[src/rtl/cla_add_pipe.sv]
// cla_add_pipe: pipelined carry-lookahead adder/subtractor built from 4-bit
// lookahead groups. Each stage resolves GPS groups and hands the carry, the
// partial sum and the still-unresolved operand bits to the next stage.
// A single global enable freezes the whole pipe while the output is stalled.
module cla_add_pipe #(
    parameter int WIDTH = 16,
    parameter int GPS   = 2
) (
    input  logic             clk,
    input  logic             rst,
    input  logic             in_valid,
    output logic             in_ready,
    input  logic [WIDTH-1:0] a,
    input  logic [WIDTH-1:0] b,
    input  logic             cin,
    input  logic             sub,
    output logic             out_valid,
    input  logic             out_ready,
    output logic [WIDTH-1:0] sum,
    output logic             cout,
    output logic             ovf,
    output logic             zero
);

    localparam int NG = WIDTH / 4;
    localparam int L  = (NG + GPS - 1) / GPS;

    logic w_en;
    logic r_ovf;
    logic r_zero;

    assign w_en     = !out_valid | out_ready;
    assign in_ready = w_en;

    for (genvar k = 0; k < L; k++) begin : g_stage
        localparam int FIRST = k * GPS;
        localparam int LAST  = ((k + 1) * GPS < NG) ? (k + 1) * GPS : NG;

        logic [WIDTH-1:0] w_aIn;
        logic [WIDTH-1:0] w_bIn;
        logic [WIDTH-1:0] w_sIn;
        logic             w_cIn;
        logic             w_vIn;
        logic [WIDTH-1:0] w_sOut;
        logic             w_cOut;
        logic             w_cMsb;
        logic [3:0]       w_p;
        logic [3:0]       w_g;
        logic [3:0]       w_c;
        logic             w_carry;
        logic             w_grpP;
        logic             w_grpG;

        logic [WIDTH-1:0] r_a;
        logic [WIDTH-1:0] r_b;
        logic [WIDTH-1:0] r_s;
        logic             r_c;
        logic             r_v;

        // The first stage folds subtraction into b' and the forced carry-in;
        // later stages take everything from the previous stage registers.
        if (k == 0) begin : g_in
            assign w_aIn = a;
            assign w_bIn = sub ? ~b : b;
            assign w_sIn = '0;
            assign w_cIn = sub | cin;
            assign w_vIn = in_valid;
        end else begin : g_in
            assign w_aIn = g_stage[k-1].r_a;
            assign w_bIn = g_stage[k-1].r_b;
            assign w_sIn = g_stage[k-1].r_s;
            assign w_cIn = g_stage[k-1].r_c;
            assign w_vIn = g_stage[k-1].r_v;
        end

        // Resolve this stage's groups: full 4-bit lookahead inside each group,
        // then group propagate/generate carries the chain to the next group.
        always_comb begin
            w_sOut  = w_sIn;
            w_carry = w_cIn;
            w_cMsb  = 1'b0;
            w_p     = '0;
            w_g     = '0;
            w_c     = '0;
            w_grpP  = 1'b0;
            w_grpG  = 1'b0;
            for (int grp = FIRST; grp < LAST; grp++) begin
                w_p    = w_aIn[grp*4 +: 4] ^ w_bIn[grp*4 +: 4];
                w_g    = w_aIn[grp*4 +: 4] & w_bIn[grp*4 +: 4];
                w_c[0] = w_carry;
                w_c[1] = w_g[0] | (w_p[0] & w_carry);
                w_c[2] = w_g[1] | (w_p[1] & w_g[0]) | (w_p[1] & w_p[0] & w_carry);
                w_c[3] = w_g[2] | (w_p[2] & w_g[1]) | (w_p[2] & w_p[1] & w_g[0])
                       | (w_p[2] & w_p[1] & w_p[0] & w_carry);
                w_grpP = &w_p;
                w_grpG = w_g[3] | (w_p[3] & w_g[2]) | (w_p[3] & w_p[2] & w_g[1])
                       | (w_p[3] & w_p[2] & w_p[1] & w_g[0]);
                w_sOut[grp*4 +: 4] = w_p ^ w_c;
                w_cMsb  = w_c[3];
                w_carry = w_grpG | (w_grpP & w_carry);
            end
            w_cOut = w_carry;
        end

        // Stage registers advance together on the global enable; data only
        // loads for a real operation so idle inputs never disturb the outputs.
        always_ff @(posedge clk) begin
            if (rst) begin
                r_v <= 1'b0;
                r_a <= '0;
                r_b <= '0;
                r_s <= '0;
                r_c <= 1'b0;
            end else if (w_en) begin
                r_v <= w_vIn;
                if (w_vIn) begin
                    r_a <= w_aIn;
                    r_b <= w_bIn;
                    r_s <= w_sOut;
                    r_c <= w_cOut;
                end
            end
        end
    end

    // Flags are formed as the last group resolves, alongside its carry into the MSB.
    always_ff @(posedge clk) begin
        if (rst) begin
            r_ovf  <= 1'b0;
            r_zero <= 1'b0;
        end else if (w_en && g_stage[L-1].w_vIn) begin
            r_ovf  <= g_stage[L-1].w_cMsb ^ g_stage[L-1].w_cOut;
            r_zero <= (g_stage[L-1].w_sOut == '0);
        end
    end

    assign sum       = g_stage[L-1].r_s;
    assign cout      = g_stage[L-1].r_c;
    assign out_valid = g_stage[L-1].r_v;
    assign ovf       = r_ovf;
    assign zero      = r_zero;

endmodule

[config.mk]
export PLATFORM = sky130hd
export DESIGN_NAME = cla_add_pipe
export DESIGN_NICKNAME = d
export VERILOG_FILES = /design/src/rtl/cla_add_pipe.sv
export SDC_FILE = /design/constraint.sdc
export NUM_CORES = 1
export LEC_CHECK = 0
export ABC_AREA = 1
export CORE_UTILIZATION = 45
export CTS_CLUSTER_DIAMETER = 50
export DETAILED_ROUTE_END_ITERATION = 16
export PLACE_DENSITY = 0.82
export SYNTH_ARGS = -nofsm -noshare
export SYNTH_HDL_FRONTEND = slang
export SYNTH_SLANG_ARGS = --single-unit
[constraint.sdc]
create_clock -name clk -period 3.4 [get_ports clk]
set_input_delay 1.02 -clock clk [delete_from_list [all_inputs] [get_ports clk]]
set_output_delay 1.02 -clock clk [all_outputs]
set_load 0.05 [all_outputs]
==> impl_metrics.json <==
{
  "core_mm2": 0.00520,
  "yosysMostFrequentCell": "dfxtp_1",
  "fmax_mhz": 319,
  "worstMarginPinSlew_ns": 0.562,
  "wl_met3_um": 280,
  "timing.final.max_slew_violations": 0,
  "muxShareOfSynthArea": 0.00404,
  "slowest_delay_ns": 0.64,
  "hpwl_mm": 4.19,
  "cts-root-buf": "clkbuf_8",
  "fin_util": 0.629,
  "ctsHoldBuffers": 0,
  "drive_gt1_frac": 0.0751,
  "setup_viol": 0,
  "dr_total_vias": 2255,
  "power.density_mw_per_mm2": 441,
  "area_delta_synth_final_pct": 32.2,
  "cts_resized": 0,
  "cp.buffers_inverters": 3,
  "tritoncts": "yes",
  "synth_xor_area_frac": 0.0743,
  "diodes": 0,
  "skew_ns": 0.00584,
  "synth_common_cells": "dfxtp_1 (46), nand2_1 (41), inv_1 (39)",
  "wl_met1_mm": 2.48,
  "post_cts_buffers": 0,
  "gr-total-overflow": 0,
  "final_area_mm2": 0.00327,
  "tns_ns": 0,
  "leakage_nw": 1.48,
  "path_delay_family": "buffers and inverters",
  "ys_ff_latch": 46,
  "start_util": 0.476,
  "drt_iter0_markers": 93,
  "synth_fa_ha_area_frac": 0.113,
  "numCtsBuffers": 5,
  "crit_chain": "clkdlybuf4s50_1 -> xnor2_1 -> inv_1 -> ha_1 -> nand2_1 -> nor2_1 -> o21ai_1 -> nand4_1 -> inv_1 -> fa_1 -> xnor2_1 -> o21ai_0 -> a21oi_1",
  "avgSynthCellArea_um2": 7.64,
  "drt-total-wl_mm": 5.53,
  "maxCapViolCount": 0,
  "yosys_warnings": 0,
  "synth_top_flop_cell": "dfxtp_1",
  "met2_length_mm": 2.71,
  "drtAntennaViolNets": 0,
  "grt_max_degree": 31,
  "status": "finished clean",
  "antenna_found_initial": 0,
  "top_layer": "met4",
  "placed_area_mm2": 0.00316,
  "grt_pass1_wl_mm": 9.79,
  "drc": 0,
  "clk_latency_ns": 0.30,
  "io_pins": 59,
  "synth.lib_cells_used.distinct": 31,
  "yosys.area.top_type_share": 0.372,
  "fp.dieH_um": 76.2,
  "hold_class": "register to register",
  "clock_path_buffers": 2,
  "die_area_mm2": 0.00580,
  "yosys-top-cells-area": "dfxtp_1 (37%), ha_1 (8.1%), a21oi_1 (7.7%), nand2_1 (6.2%), inv_1 (5.9%)",
  "clock-sinks": 46,
  "rows": 26,
  "viasPerCell": 4.95,
  "min_period_over_period": 0.921,
  "synth_top_cell_by_area": "dfxtp_1",
  "synthesis.area_mm2": 0.00248,
  "endpoint_kind": "register",
  "start_kind": "primary input",
  "rsz0062_at_grt": "no",
  "slew_headroom": 0.624,
  "port_buffers": 58,
  "cts_htree_levels": 2,
  "synth-simple-area-share": 0.171,
  "synth_top_family_by_area": "compound AO/OA/AOI/OAI gates",
  "synth_compound_area_frac": 0.173,
  "synthCells": 324,
  "gp_congestion": 0.871,
  "nets": 443,
  "period_minus_slack_ns": 3.13,
  "placed_cells": 448,
  "vdd_drop_max_mv": 0.240,
  "async_reset_ff_frac": 0,
  "synthesis.nets": 382,
  "dr.pass1.iters": 6,
  "clk_pin_slew_ns": 0.09,
  "fp.dieW_um": 76.2,
  "cp.arrival_ns": 3.32,
  "cp_max_fo": 6,
  "grtUsageTotal": 0.210,
  "crit_slowest_cell": "clkdlybuf4s50_1",
  "grt_pass1_vias": 2152,
  "crit_type": "primary input to register",
  "synth_edf_count": 0,
  "finalNonFillerCells": 456,
  "finalHoldViolCount": 0,
  "worstPathRequired_ns": 3.59,
  "yosysSeqAreaShare": 0.372,
  "post_drt_wl_per_cell_um": 12.1
}
==> worst paths after layout <==
| path | slack [ns] | end | cells after the start | from |
|---|---|---|---|---|
| max reg2reg | 1.04 | zero$_SDFFE_PP0P_ | 13 | g_stage[0].r_a[9]$_SDFFE_PP0P_ |
| max | 0.27 | g_stage[0].r_s[5]$_SDFFE_PP0P_ | 13 | sub |
| min | 0.47 | sum[1]$_SDFFE_PP0P_ | 2 | g_stage[0].r_s[1]$_SDFFE_PP0P_ |
| min reg2reg | 0.47 | sum[1]$_SDFFE_PP0P_ | 2 | g_stage[0].r_s[1]$_SDFFE_PP0P_ |
==> metal layers <==
layer / track usage / vias up
li1: - / 1172
met1: 0.266 / 1011
met2: 0.359 / 67
met3: 0.0479 / 5
met4: 0.0577 / 0
met5: 0 / -
==> cells in the final DEF (no fill, tap or decap), types with 2 or more instances in the layout <==
cell type,n
buf_4,10
a21oi_1,38
clkbuf_8,5
o21ai_0,24
nand2_2,3
o21ai_1,11
xor2_1,8
inv_1,39
fa_1,4
dfxtp_1,46
nor3_1,2
inv_2,3
nand4_1,2
nand3_1,14
nand2_1,41
xnor2_1,13
clkdlybuf4s50_1,57
nor2_4,2
o211ai_1,4
ha_1,16
nor2_1,31
==> state kept, by name, indices dropped and copies added, names as in the netlist <==
register,flops
g_stage.r_b,8
out_valid,1
g_stage.r_s,8
zero,1
sum,16
ovf,1
cout,1
g_stage.r_v,1
g_stage.r_c,1
g_stage.r_a,8
==> worst register-to-register path: stages (launching register included) <==
cell     delay (ns)
dfxtp_1        0.33
ha_1           0.33
inv_1          0.07
nand2_1        0.08
nand3_1        0.12
nand2_2        0.09
fa_1           0.50
nor2_1         0.13
nand4_1        0.10
nor2_1         0.12
nand3_1        0.07
nor2_1         0.11
nand3_1        0.10
a21oi_1        0.13
==> cell type report <==
cell class / instances / area [um^2]
clock inverters: 3 / 43.8
inverters: 43 / 161
well taps: 70 / 87.6
repair buffers: 68 / 666
multi-input cells: 221 / 1330
flip-flops and latches: 46 / 921
clock buffers: 5 / 68.8
fillers: 473 / 1930
==> cells by family (layout without fill, tap and decap cells) <==
family / count (synthesis) / in the layout
buf+inv: 57 / 119
compound gates: 81 / 81
flops: 46 / 46
fa+ha+maj: 20 / 20
simple gates: 98 / 98
xor+xnor: 21 / 21
mux: 1 / 1
==> metrics by stage <==
stage,power [mW],hold WS (ns),worst slack [ns]
4_1_cts,1.45,0.475,0.254
5_1_grt,1.53,0.500,0.0742
2_1_floorplan,0.899,0.444,0.306
3_3_place_gp,1.03,0.455,-0.00242
6_report,1.44,0.475,0.268
3_5_place_dp,1.04,0.464,-0.0711
==> power breakdown <==
group	internal, mW	total (mW)	switching, mW
Sequential	0.584	0.612	0.0283
Clock	0.220	0.409	0.188
Combinational	0.181	0.424	0.242
(Power assumes the default switching activity.)
